<file path="src/rtl/aes_ctr_mode_ctrl.sv">
// aes_ctr_mode_ctrl
//   CTR-mode wrapper around a single-issue AES-256 core. Holds the 128-bit counter
//   block {nonce, ctr}, issues it to the core with a start pulse, captures the
//   returned keystream and XORs it with one user block per valid/ready handshake.
// Ports
//   clk, rst              rising-edge clock, synchronous active-high reset
//   init, iv_i            load a new counter block (clears ctr_wrap)
//   core_start/core_block request to the AES core (block = current counter)
//   core_done/core_ks     keystream return from the AES core
//   din_valid/din/din_ready     user input block handshake
//   dout_valid/dout/dout_ready  transformed output block handshake
//   ctr_wrap              sticky: counter field wrapped, stage halted until init
//   busy                  high in every state except IDLE and HALT
//
// state   | meaning
// --------+-----------------------------------------------------------
// IDLE    | no counter loaded, waiting for init
// ISSUE   | core_start pulse with core_block = counter
// WAIT_KS | core running; waiting for core_done
// READY   | keystream held, din_ready = 1
// OUT     | dout_valid held until dout_ready
// HALT    | counter wrapped; only init or rst leaves
module aes_ctr_mode_ctrl #(
  parameter int CTR_W = 32
) (
  input  logic         clk,
  input  logic         rst,
  input  logic         init,
  input  logic [127:0] iv_i,
  output logic         core_start,
  output logic [127:0] core_block,
  input  logic         core_done,
  input  logic [127:0] core_ks,
  input  logic         din_valid,
  input  logic [127:0] din,
  output logic         din_ready,
  output logic         dout_valid,
  output logic [127:0] dout,
  input  logic         dout_ready,
  output logic         ctr_wrap,
  output logic         busy
);

  localparam logic [2:0] S_IDLE    = 3'd0;
  localparam logic [2:0] S_ISSUE   = 3'd1;
  localparam logic [2:0] S_WAIT_KS = 3'd2;
  localparam logic [2:0] S_READY   = 3'd3;
  localparam logic [2:0] S_OUT     = 3'd4;
  localparam logic [2:0] S_HALT    = 3'd5;

  logic [2:0]   state_q, state_d;
  logic [127:0] ctr_q, ctr_d;
  logic [127:0] ks_q, ks_d;
  logic [127:0] dout_q, dout_d;
  logic         dout_valid_q, dout_valid_d;
  logic         ctr_wrap_q, ctr_wrap_d;
  logic         pend_init_q, pend_init_d;
  logic [127:0] pend_iv_q, pend_iv_d;
  logic [127:0] ctr_inc;

  always_comb begin
    state_d      = state_q;
    ctr_d        = ctr_q;
    ks_d         = ks_q;
    dout_d       = dout_q;
    dout_valid_d = dout_valid_q;
    ctr_wrap_d   = ctr_wrap_q;
    pend_init_d  = pend_init_q;
    pend_iv_d    = pend_iv_q;

    // only the counter field increments; nonce bits pass through untouched
    ctr_inc = ctr_q;
    ctr_inc[CTR_W-1:0] = ctr_q[CTR_W-1:0] + CTR_W'(1);

    case (state_q)
      S_IDLE: begin
        if (init) begin
          ctr_d      = iv_i;
          ctr_wrap_d = 1'b0;
          state_d    = S_ISSUE;
        end
      end
      S_ISSUE: begin
        state_d = S_WAIT_KS;
        // core has been started and cannot abort; remember the new iv
        if (init) begin
          pend_init_d = 1'b1;
          pend_iv_d   = iv_i;
        end
      end
      S_WAIT_KS: begin
        if (core_done) begin
          if (init || pend_init_q) begin
            // keystream belongs to a stale counter: drop it and restart
            ctr_d       = init ? iv_i : pend_iv_q;
            ctr_wrap_d  = 1'b0;
            pend_init_d = 1'b0;
            state_d     = S_ISSUE;
          end else begin
            ks_d    = core_ks;
            ctr_d   = ctr_inc;
            if (&ctr_q[CTR_W-1:0]) ctr_wrap_d = 1'b1;
            state_d = S_READY;
          end
        end else if (init) begin
          pend_init_d = 1'b1;
          pend_iv_d   = iv_i;
        end
      end
      S_READY, S_OUT, S_HALT: begin
        if (init) begin
          ctr_d        = iv_i;
          ctr_wrap_d   = 1'b0;
          dout_valid_d = 1'b0;
          state_d      = S_ISSUE;
        end else if (state_q == S_READY && din_valid) begin
          dout_d       = din ^ ks_q;
          dout_valid_d = 1'b1;
          state_d      = S_OUT;
        end else if (state_q == S_OUT && dout_ready) begin
          dout_valid_d = 1'b0;
          state_d      = ctr_wrap_q ? S_HALT : S_ISSUE;
        end
      end
      default: state_d = S_IDLE;
    endcase
  end

  always_ff @(posedge clk) begin
    if (rst) begin
      state_q      <= S_IDLE;
      ctr_q        <= '0;
      ks_q         <= '0;
      dout_q       <= '0;
      dout_valid_q <= 1'b0;
      ctr_wrap_q   <= 1'b0;
      pend_init_q  <= 1'b0;
      pend_iv_q    <= '0;
    end else begin
      state_q      <= state_d;
      ctr_q        <= ctr_d;
      ks_q         <= ks_d;
      dout_q       <= dout_d;
      dout_valid_q <= dout_valid_d;
      ctr_wrap_q   <= ctr_wrap_d;
      pend_init_q  <= pend_init_d;
      pend_iv_q    <= pend_iv_d;
    end
  end

  assign core_start = (state_q == S_ISSUE);
  assign core_block = ctr_q;
  assign din_ready  = (state_q == S_READY);
  assign dout_valid = dout_valid_q;
  assign dout       = dout_q;
  assign ctr_wrap   = ctr_wrap_q;
  assign busy       = (state_q != S_IDLE) && (state_q != S_HALT);

endmodule

</file>
<file path="config.mk">
export PLATFORM = sky130hd
export DESIGN_NAME = aes_ctr_mode_ctrl
export DESIGN_NICKNAME = d
export VERILOG_FILES = /design/src/rtl/aes_ctr_mode_ctrl.sv
export SDC_FILE = /design/constraint.sdc
export NUM_CORES = 1
export LEC_CHECK = 0
export CAP_MARGIN = 0
export CORE_AREA = 2 2 256 258
export CTS_CLUSTER_SIZE = 25
export DETAILED_ROUTE_END_ITERATION = 8
export DIE_AREA = 0 0 258 260
export MAX_ROUTING_LAYER = met4
export SLEW_MARGIN = 5
export SYNTH_ARGS = -nofsm -noshare
export SYNTH_HDL_FRONTEND = slang
export SYNTH_SLANG_ARGS = --single-unit
export TNS_END_PERCENT = 10
</file>
<file path="constraint.sdc">
create_clock -name clk -period 3.6 [get_ports clk]
set_input_delay 0.54 -clock clk [delete_from_list [all_inputs] [get_ports clk]]
set_output_delay 0.54 -clock clk [all_outputs]
set_load 0.03 [all_outputs]
</file>
-- After elaboration in Yosys (flattened, before gate mapping)
Cells that the tools add are included.
- reductions and logical operators: 21
- mux-type cells: 27
- bitwise logic cells: 3
- equality and inequality tests: 14
- add/sub/neg operators: 1
- operators by type and width (kind ; count):
    128-bit 2-to-1 mux ; 5
    128-bit one-hot mux with 2 select lines ; 2
    128-bit XOR ; 1
    32-bit by 1-bit adder with 32-bit output, second input constant ; 1
    32-bit AND reduction ; 1
    3-bit 2-to-1 mux ; 6
    3-bit one-hot mux with 4 select lines ; 1
    3-bit AND reduction ; 4
    1-bit 2-to-1 mux ; 10
    3-bit != test, second input constant ; 3
    2-bit != test, second input constant ; 4
    4-bit AND reduction ; 2
    3-bit by 2-bit == test with 1-bit output, second input constant ; 2
    3-bit == test, second input constant ; 2
    2-bit AND reduction ; 3
    3-bit nonzero test ; 2
    4-bit != test, second input constant ; 1
    1-bit one-hot mux with 2 select lines ; 2
    2-bit nonzero test ; 2
    4-bit OR reduction ; 1
    3-bit by 1-bit == test with 1-bit output, second input constant ; 1
    1-bit logical AND ; 3
    3-bit logical NOT ; 1
    3-bit OR reduction ; 1
    4 further kinds ; 5
- logic and storage cells: 75
- input bits: 390
- register bits after elaboration: 518
- output and inout port bits: 261

-- Logic depth before layout (Yosys ltp)
- word-level depth: 6
- gate-level depth with buffers: 9
- mapped depth without buffers: 6

-- Worst setup path before layout
No wires, ideal clock.
- path kind: register to register
- from: register ctr_q[2], in the netlist core_block[2]
- to: register ctr_q[17], in the netlist core_block[17]
- buffers on the path: 1
- slack: 1.587 ns
- required time: 3.466 ns
- data arrival time: 1.879 ns
- clock period less this slack: 2.013 ns
- cell stages (with the launch flop): 7
- library setup time: 0.134 ns
- path through: dfxtp_1 and4_1 and4_1 buf_2 mux2_2 a221oi_1 a211oi_1
- longest elaborated chain between the ends: 4
- RTL lines (element ; line ; source):
    start: declaration ; 52 ; logic [127:0] ctr_q, ctr_d;
    start signal: assignment ; 141 ; ctr_q <= ctr_d;
    32-bit by 1-bit adder with 32-bit output ; 73 ; ctr_inc[CTR_W-1:0] = ctr_q[CTR_W-1:0] + CTR_W'(1);
    128-bit 2-to-1 mux ; 93 ; if (init || pend_init_q) begin
    128-bit 2-to-1 mux ; 92 ; if (core_done) begin
    128-bit one-hot mux with 2 select lines ; 75 ; case (state_q)
Every way passes these cells. The select of a mux whose other input is x is not followed.
A chain may end at the register's enable or synchronous reset.

-- Worst setup path after layout
- from: register state_q[1]
- to: output port din_ready
- longest elaborated chain between the ends: 1
- RTL lines (element ; line ; source):
    start: declaration ; 51 ; logic [2:0] state_q, state_d;
    start signal: assignment ; 140 ; state_q <= state_d;
    3-bit by 2-bit == test with 1-bit output ; 153 ; assign din_ready = (state_q == S_READY);
    end: declaration ; 36 ; output logic din_ready,
Every way passes these cells.

==> run_results.csv <==
group,metric,value,unit
placement,place_ws,0.582,ns
clocking,htree_num_levels,2,
worst_setup_path,cp_max_fo,20,
timing,fin_crit,3.14,ns
grt,overflow,0,
logic_synthesis,synth_edf_count,0,
run_status,status,"finished, final reports clean",
die,rows,93,
final_layout,fillerInstances,6091,
final_layout,drive_gt1_share,5.09,%
timing,finalHoldViolCount,0,
clocking,clock-sinks,518,
placement,dpl.hpwl,56.5,mm
timing,rsz0062_at_grt,"no",
timing,fmax,0.318,GHz
clocking,cts-root-buf,"clkbuf_16",
final_layout,final_area,0.0306,sq mm
die,ios,651,
final_layout,final-instance-count-excl-fill,4070,
timing,fin_tns_setup,0,ns
die,core-area,0.0641,sq mm
timing,slew_viol_final,0,
die,die_h,260,um
logic_synthesis,synth.net_count,3012,
drt,ant_nets,0,
clocking,postCtsSetupRepairBufs,0,
clocking,cts_made_buffers,57,
final_layout,multi_input_area,0.0100,sq mm
hold_path,hp-class,"input port to flop",
drt,vias,20900,
logic_synthesis,async_flop_share,0,%
drt,drc,0,
run,max_cap_viol_count,0,
logic_synthesis,ys_seq_area_share,48.5,%
worst_setup_path,end_kind,"output pin",
timing,finalSetupViolations,0,
drt,drt_iter0_drc,1593,
worst_setup_path,worst_setup_path_start_kind,"flop",
clocking,path_clk_slew,0.06,ns
die,dieWidth,258,um
hold_path,min_from,"rst",
final_layout,finalNetCount,3551,
drt,post_drt_via_cell_ratio,5.13,
timing,finClkSkew,0.0153,ns
grt,grt_max_degree,136,
worst_setup_path,cp.required,3.06,ns
pwr,leakage,0.0102,uW
worst_setup_path,crit_arrival,2.60,ns
drt,postRouteWirelength,80.1,mm
timing,worstMarginPinSlew,1.31,ns
final_layout,ff_latch_area,0.0104,sq mm
final_layout,final_cell_mix,"clkdlybuf4s50_1, nand2_1, dfxtp_1",
logic_synthesis,syn_avg_cell_area,8.16,sq um
logic_synthesis,synth-seq-cells,518,
final_layout,final_common_cell,"clkdlybuf4s50_1",
placement,globalplace.congestion,0.925,
logic_synthesis,ys_warn_count,0,
clocking,post_cts_resized,0,
pwr,power.density,483,mW/mm^2
clocking,ctsHoldBuffers,0,
clocking,clkLatencyLatePin,0.59,ns
final_layout,area_delta_synth_final,42.9,%
die,dieArea,0.0671,sq mm
logic_synthesis,syn_inst,2621,
logic_synthesis,syn-cell-area,0.0214,sq mm
clocking,cts_tree,"built",
clocking,cts_buffer_depth,3,
grt,grt_antenna_before_repair,13,
grt,grt_pass1_vias,20000,
grt,grt_pass1_wl,121,mm
placement,port_buffers,650,
pwr,ir_drop,0.000342,V
timing,slew_headroom,12.2,%
die,initial_core_util,33.4,%
grt,grt.total_usage,23.4,%
logic_synthesis,synth.distinct_cells,65,
logic_synthesis,synth_top_area_cell,"dfxtp_1",
timing,finalCritPeriodShare,87.3,%
placement,dp_cells,3956,
logic_synthesis,yosys.area.top_type_share,48.5,%
worst_setup_path,reg2reg_from,"state_q[2]",
timing,layout_setup_ws,0.457,ns
placement,place_area,0.0287,sq mm
worst_setup_path,path_class,"flop to output pin",
logic_synthesis,yosys-top-cells-area,"dfxtp_1, nand2_1, a21oi_1",
logic_synthesis,ys.flop_type,"dfxtp_1",
drt,detail_route.wl_per_cell,19.7,um
drt,firstDrtPassIters,6,
worst_setup_path,critPathLaunch,"state_q[1]",
[metal layers]
| metal | wire, um | vias up | global-route usage [%] |
|---|---|---|---|
| met5 | 0 | - | - |
| met3 | 6570 | 99 | 6.44 |
| met1 | 32800 | 9925 | 27.8 |
| met2 | 38800 | 746 | 39.1 |
| met4 | 1900 | 0 | 6.21 |
| li1 | - | 10100 | - |
[cell families after synthesis]
| family | after synthesis | synth area share, % |
|---|---|---|
| AND/OR/NAND/NOR | 1108 | 21.4 |
| AO/OA/AOI/OAI | 609 | 18.7 |
| flip-flops | 518 | 48.5 |
| buffers and inverters | 232 | 4.99 |
| XOR/XNOR | 142 | 5.81 |
| multiplexers | 11 | 0.544 |
| adder cells (fa/ha/maj) | 1 | 0.0585 |
[metrics by stage]
step / hold WS, ns / total power, uW / util [%]
finish: 0.393 / 14800 / 47.7
global route: 0.405 / 15300 / 47.7
CTS: 0.378 / 14900 / 47.7
detailed placement: 0.442 / 8930 / 44.7
global placement: 0.438 / 8890 / 44.7
floorplan: 0.431 / 7680 / -
[critical path, cell delays in order, from the launching register on]
cell and delay [ns]:
dfxtp_1 0.82, inv_1 0.27, nor2_1 0.16, clkdlybuf4s50_1 0.74
[synth_stat cells, types with 6 or more instances]
library cell  count
a211o_1           6
nand3_1         116
nor4_1            6
clkbuf_1        124
a31oi_1           8
mux2i_1           8
a211oi_1        140
o31a_1           10
buf_4             8
buf_1             6
o21ai_0          13
and3_1           17
nand4_1           7
xor2_1           10
a21oi_1         285
buf_6             9
o211ai_1          8
xnor2_1         132
dfxtp_1         518
buf_2            79
nand2_1         646
and4_1           11
nor3_1           15
nand2b_1          9
nor2_1          259
a311oi_1         97
[report_power, final]
| group | internal [uW] | leakage [uW] | switching (uW) |
|---|---|---|---|
| sequential | 6020 | 0.00421 | 245 |
| combinational | 1140 | 0.00508 | 1420 |
| clock | 3560 | 0.000944 | 2380 |
| total | 10700 | 0.0102 | 4040 |
[area by class of cell]
class	instances	area share, %
Antenna cell	12	0.0982
Sequential cell	518	33.9
Timing Repair Buffer	706	23.4
Multi-Input combinational cell	1871	32.8
Inverter	6	0.0736
Clock inverter	17	0.712
Clock buffer	85	5.50
Tap cell	855	3.50
[flip-flops by register name, indices dropped and copies added (netlist names)]
register	count
dout	128
pend_init_q	1
ks_q	128
core_block	128
dout_valid	1
state_q	3
ctr_wrap	1
pend_iv_q	128
[final timing paths]
check             cells after the start             end  slack (ns)
hold / removal                        2        ks_q[89]        0.39
hold reg to reg                       2   pend_iv_q[25]        0.45
setup reg to reg                      6  core_block[29]        0.83
setup / recovery                      3       din_ready        0.46
Power figures use the tool's default switching activity.
